## src/rtl/adder_seq.sv

```systemverilog
// adder_seq: WIDTH-bit add/subtract computed one 4-bit nibble per clock, LSB nibble first.
// Build option: define ADDER_SEQ_SAT_EN to saturate Result on signed overflow.
//
// state | meaning
// IDLE  | waiting for a request, in_ready high
// RUN   | one nibble per clock, NIBBLES cycles
// DONE  | result presented, waiting for out_ready
module adder_seq #(
  parameter int WIDTH = 16
) (
  input  logic             clk,
  input  logic             rst_n,
  input  logic             in_valid,
  output logic             in_ready,
  input  logic [WIDTH-1:0] in_a,
  input  logic [WIDTH-1:0] in_b,
  input  logic             Sub,
  output logic             out_valid,
  input  logic             out_ready,
  output logic [WIDTH-1:0] Result,
  output logic             Carry,
  output logic             Zero,
  output logic             Overflow,
  output logic             busy
);

  localparam int NIBBLES = WIDTH / 4;
  localparam int CNT_W   = (NIBBLES > 1) ? $clog2(NIBBLES) : 1;
  localparam logic [CNT_W-1:0] LAST = CNT_W'(NIBBLES - 1);

  typedef enum logic [1:0] {IDLE, RUN, DONE} state_t;

  state_t           state, state_nxt;
  logic [WIDTH-1:0] a_q, bx_q;
  logic             carry_q;
  logic [CNT_W-1:0] cnt;
  logic             last_nib;
  logic [4:0]       nib_sum;
  logic [WIDTH-1:0] res_nxt, res_fin;
  logic             ovf_nxt;

  assign last_nib = (cnt == LAST);

  always_ff @(posedge clk or negedge rst_n) begin
    if (!rst_n) state <= IDLE;
    else        state <= state_nxt;
  end

  always_comb begin
    state_nxt = state;
    in_ready  = 1'b0;
    out_valid = 1'b0;
    busy      = 1'b0;
    case (state)
      IDLE: begin
        in_ready = 1'b1;
        if (in_valid) state_nxt = RUN;
      end
      RUN: begin
        busy = 1'b1;
        if (last_nib) state_nxt = DONE;
      end
      DONE: begin
        busy      = 1'b1;
        out_valid = 1'b1;
        if (out_ready) state_nxt = IDLE;
      end
      default: state_nxt = IDLE;
    endcase
  end

  // Nibble slice; the full next result is needed so Zero can see the final nibble.
  always_comb begin
    nib_sum = {1'b0, a_q[4*cnt +: 4]} + {1'b0, bx_q[4*cnt +: 4]} + {4'b0, carry_q};
    res_nxt = Result;
    res_nxt[4*cnt +: 4] = nib_sum[3:0];
    ovf_nxt = (a_q[WIDTH-1] == bx_q[WIDTH-1]) && (nib_sum[3] != a_q[WIDTH-1]);
    res_fin = res_nxt;
`ifdef ADDER_SEQ_SAT_EN
    if (ovf_nxt)
      res_fin = a_q[WIDTH-1] ? {1'b1, {(WIDTH-1){1'b0}}} : {1'b0, {(WIDTH-1){1'b1}}};
`endif
  end

  always_ff @(posedge clk or negedge rst_n) begin
    if (!rst_n) begin
      a_q      <= '0;
      bx_q     <= '0;
      carry_q  <= 1'b0;
      cnt      <= '0;
      Result   <= '0;
      Carry    <= 1'b0;
      Zero     <= 1'b0;
      Overflow <= 1'b0;
    end else begin
      case (state)
        IDLE: begin
          if (in_valid) begin
            a_q     <= in_a;
            bx_q    <= in_b ^ {WIDTH{Sub}};
            carry_q <= Sub;
            cnt     <= '0;
          end
        end
        RUN: begin
          carry_q <= nib_sum[4];
          cnt     <= cnt + 1'b1;
          if (last_nib) begin
            Result   <= res_fin;
            Carry    <= nib_sum[4];
            Overflow <= ovf_nxt;
            Zero     <= (res_fin == '0);
          end else begin
            Result <= res_nxt;
          end
        end
        default: ;
      endcase
    end
  end

endmodule

```

## config.mk

```make
export PLATFORM = sky130hd
export DESIGN_NAME = adder_seq
export DESIGN_NICKNAME = d
export VERILOG_FILES = /design/src/rtl/adder_seq.sv
export SDC_FILE = /design/constraint.sdc
export NUM_CORES = 1
export LEC_CHECK = 0
export CAP_MARGIN = 0
export CORE_MARGIN = 5
export CORE_UTILIZATION = 65
export DETAILED_ROUTE_END_ITERATION = 10
export DONT_BUFFER_PORTS = 1
export PLACE_DENSITY_LB_ADDON = 0.08
export RECOVER_POWER = 25
export SYNTH_ARGS = -nofsm -noshare
export SYNTH_HDL_FRONTEND = slang
export SYNTH_SLANG_ARGS = --single-unit
```

## constraint.sdc

```tcl
create_clock -name clk -period 4.55 [get_ports clk]
set_input_delay 0.2275 -clock clk [delete_from_list [all_inputs] [get_ports clk]]
set_output_delay 0.2275 -clock clk [all_outputs]
set_load 0.005 [all_outputs]
```

[Yosys cells after proc, flatten, opt, wreduce, memory -nomap -nowiden]
Cells that the tools add are included.
Cells by class
  add/subtract/negate cells: 4
  multipliers: 0
  divide/modulo/power cells: 0
  magnitude comparators: 0
  equal/unequal tests: 8
  shifts and indexed selects: 4
  muxes and demuxes: 12
  bitwise gates (word level): 1
  reductions and logical operators: 9
Operators with widths (count)
  negation 4 -> 34 bit: 1
  variable shift 4 x 34 -> 16 bit (first input constant): 1
  indexed part select 4 x 34 -> 16 bit: 1
  indexed part select 16 x 5 -> 4 bit: 2
  bitwise mux 16 bit: 1
  zero test 16 bit: 1
  XOR 16 bit: 1
  2-to-1 mux 2 bit: 4
  != test 2 bit (second input constant): 3
  case mux 2 bit (3 select lines): 1
  AND reduction 2 bit: 3
  adder 4 x 4 -> 5 bit: 1
  adder 5 x 1 -> 5 bit: 1
  equality test 2 bit (second input constant): 2
  2-to-1 mux 1 bit: 4
  case mux 2 bit (2 select lines): 1
  AND reduction 3 bit: 1
  adder 2 x 1 -> 2 bit (second input constant): 1
  equality test 2 x 1 -> 1 bit (second input constant): 1
  zero test 2 bit: 1
  case mux 1 bit (2 select lines): 1
  nonzero test 2 bit: 1
  OR reduction 2 bit: 1
  equality test 1 bit: 1
  2 further kinds: 2
Word-level totals
  flip-flop bits (word level): 56
  bits in latches: 0
  memory bits (writable): 0
  bits in read-only memories: 0
  input bits: 37
  output and inout port bits: 22
  word-level logic and storage cells: 47
  memories kept: 0

[Longest topological paths before layout]
  depth in word-level cells: 6
  mapped depth: 9
  gate-level depth less buffers: 8

[Worst setup path after synthesis]
Ideal clock, no wire load.
  path type: register -> register
  start: reg cnt[0]
  end: reg Zero
  setup time: 0.122 ns
  arrival: 2.897 ns
  path slack: 1.532 ns
  stages on the path, launching flop included: 10
  path buffers: 1
  clock period less this slack: 3.018 ns
  cells stage by stage: dfrtp_1 buf_2 mux4_2 fa_1 inv_1 fa_1 nor2b_1 a2111oi_0 a21oi_1 a32o_1
Between the ends
  word-level cells in the longest chain between the ends: 6
  elaborated cells between the ends (all ways): 11
  classes of those cells: add/sub: 3; eq/ne: 1; shift: 4; mux: 1; reduce/logical: 2
Ends and longest elaborated chain
  start, declared: RTL line 36  | logic [CNT_W-1:0] cnt;
  start signal, assigned: RTL line 107  | cnt <= cnt + 1'b1;
  indexed part select 16 x 5 -> 4 bit: RTL line 74  | nib_sum = {1'b0, a_q[4*cnt +: 4]} + {1'b0, bx_q[4*cnt +: 4]} + {4'b0, carry_q};
  adder 4 x 4 -> 5 bit: RTL line 74
  adder 5 x 1 -> 5 bit: RTL line 74
  indexed part select 4 x 34 -> 16 bit: RTL line 76  | res_nxt[4*cnt +: 4] = nib_sum[3:0];
  bitwise mux 16 bit: RTL line 76
  zero test 16 bit: RTL line 112  | Zero <= (res_fin == '0);
  end signal, assigned: RTL line 112
  end, declared: RTL line 22  | output logic Zero,
Several ways; a longest one is shown, not always the timed one.
A chain may end at the register's enable or synchronous reset.

[Worst setup path after layout]
Same ends and word-level chain as after synthesis.

==> results.ini <==
[run_status]
run_status = finished, violations left
violations = max-capacitance violations, max-slew violations

[drt]
drc = 0
vias = 1860
dr.pass1.iters = 4
drt_wl_total_um = 5410
ant_nets = 0
routedWlPerCell_um = 17.3
vias_per_cell = 5.96
drtIter0Drc = 101

[clocking]
numClockSinks = 56
numCtsBuffers = 5
clk_latency_ps = 310
clk_pin_slew_worst_paths_ps = 100
clockBufferDepth = 2
ctsHoldBuffers = 2
cts_root_buf = clkbuf_8
post_cts_buffers = 0
cts_resized = 0
htree_levels = 2
cts_tree = done

[floorplan]
die_h_um = 76.0
dieArea_sq_um = 5770
pin_count = 59
core_area_sq_um = 4290
rows = 24
die_x_um = 76.0
start_util = 0.659

[critical_path]
cp_slowest_cell = dfrtp_1
critPathKind = flip-flop to flip-flop
crit_family = flip-flops
cpPeakStageDelay_ps = 890
cp_num_buf_inv = 1
crit_chain = mux4_2, fa_1, inv_1, fa_1, nor2b_1, a2111oi_0, a21oi_1, a32o_1
required_ps = 4760
worst_setup_path_end_kind = flip-flop
start_kind = flip-flop
cp_max_fo = 18
path_common_cell = fa_1
cp.arrival_ps = 3500

[synthesis]
ys_warn_count = 0
synth_nets = 311
ys_top_cells_by_area = dfrtp_1 50%, mux2_2 6.8%, mux4_2 6.4%
synth-xor-area-share = 0.0557
synth_compound_gate_area_share = 0.109
synth.avg_cell_area_sq_um = 10.9
netlist_top_cells_count = 56 x dfrtp_1, 47 x nand2_1, 30 x o21ai_0
post-synth-top-count-cell = dfrtp_1
synth-edff-count = 0
synth_ff_type = dfrtp_1
synth_top_family_by_area = multiplexers
yosys.area_share.simple = 0.103
synth_fa_ha_area_frac = 0.0672
synth.distinct_cells = 34
synth-async-reset-ratio = 1.00
yosys.area.top_type_share = 0.495
synthesis.area_sq_um = 2830
synthMuxAreaShare = 0.135
synth_seq_area_share = 0.495
yosys.area.top_type = dfrtp_1
netlist_instances = 260
synth_seq_cells = 56

[sta]
hold_slack_ps = 65.2
drv_slew = 57
max_freq_ghz = 0.304
worst_pin_slew_ps = 2820
max_slew_margin = -0.882
finalSetupViolations = 0
finalHoldViolCount = 0
fin_setup_tns_ps = 0
clock_skew_ps = 12.9
fin_crit_ps = 3290
finalCritPeriodShare = 0.722
rsz0062_at_grt = no

[pwr]
clockPowerShare = 0.137
p_comb_frac = 0.479
p_seq_frac = 0.384
p_int_uw = 1390
net-switching-power_uw = 953
p_per_area_nw_per_um2 = 785
switching_share = 0.407
ir_drop_mv = 0.485
p_leak_uw = 0.00130

[placed_design]
place_congestion = 0.894
dpl.hpwl_um = 3940
io_buffers = 0

[cells_and_area]
drive_above_1_share = 0.146
fin_nets = 310
area_growth_pct = 5.35
diodes = 0

[global_routing]
grt_use_total = 0.201
grt_pass1_vias = 1946
grt_pass1_wl_um = 9430
grt_overflow = 0
grt_max_degree = 57
antenna_found_initial = 0

[flow_run]
drv_cap = 1

[hold_path]
hp-class = primary input to flip-flop

==> cell usage in the layout (no fill, tap or decap), types with 3 or more instances in the layout <==
| cell | n |
|---|---|
| mux4_2 | 8 |
| inv_2 | 3 |
| ha_1 | 12 |
| nor2_1 | 3 |
| nand3_1 | 4 |
| inv_1 | 11 |
| xnor2_1 | 17 |
| nor3_1 | 4 |
| a21oi_1 | 6 |
| mux2_2 | 17 |
| dfrtp_1 | 56 |
| o21ai_1 | 5 |
| o22ai_1 | 3 |
| nand2_1 | 47 |
| nor4_1 | 3 |
| clkbuf_8 | 5 |
| o21ai_0 | 30 |
==> routing by layer <==
metal / GRT usage / routed length, um / up-vias
met5: 0 / 0 / -
met4: 0.0890 / 121 / 0
met3: 0.0567 / 360 / 14
met2: 0.320 / 2720 / 68
met1: 0.254 / 2210 / 878
li1: - / - / 900
==> cells by family after synthesis <==
kind of cell,count (synthesis)
muxes,26
and+or+nand+nor,67
adders and majority gates,14
DFF,56
AOI/OAI and AO/OA,54
buffers and inverters,25
xor gates and xnor gates,18
==> metrics by stage <==
stage               std cells  total power [uW]  setup slack, ps  instance area (sq um)   util
floorplan                 260              1770             1530                   2830      -
global placement          302              1980             1270                   2860  0.665
detailed placement        302              2030             1190                   2860  0.665
CTS                       312              2360             1180                   3010  0.700
global route              312              2560              815                   2980  0.694
finish                    312              2340             1260                   2980  0.694
==> power by group through the flow <==
stage	logic [uW]	registers [uW]	clock network (uW)
after detailed placement	1110	914	0
after CTS	1130	904	325
after global routing	1280	931	350
after global placement	1070	910	0
final	1120	898	322
after floorplan	944	824	0
==> registers in the layout, indices dropped and copies added (netlist names) <==
name and count:
Carry 1, Overflow 1, Result 16, Zero 1, a_q 16, bx_q 16
carry_q 1, cnt 2, state 2
==> final cells by class <==
| cell class | count | area (sq um) |
|---|---|---|
| clock buffers | 5 | 68.8 |
| repair buffers | 3 | 21.3 |
| multi-input cells | 179 | 1330 |
| flip-flops and latches | 56 | 1400 |
| clock inverters | 3 | 42.5 |
| fillers | 338 | 1310 |
| well taps | 52 | 65.1 |
| inverters | 14 | 52.6 |
==> final timing paths <==
path	startpoint	end	slack [ps]	cells after the start
max	cnt[0]$_DFFE_PN0P_	Zero$_DFFE_PN0P_	1260	8
min	in_a[10]	a_q[10]$_DFFE_PN0P_	70	1
max reg2reg	cnt[0]$_DFFE_PN0P_	Zero$_DFFE_PN0P_	1260	8
min reg2reg	bx_q[13]$_DFFE_PN0P_	bx_q[13]$_DFFE_PN0P_	490	2
max in group asynchronous	rst_n	bx_q[2]$_DFFE_PN0P_	1570	2
min in group asynchronous	rst_n	Result[12]$_DFFE_PN0P_	1390	2
(Power assumes the default switching activity.)
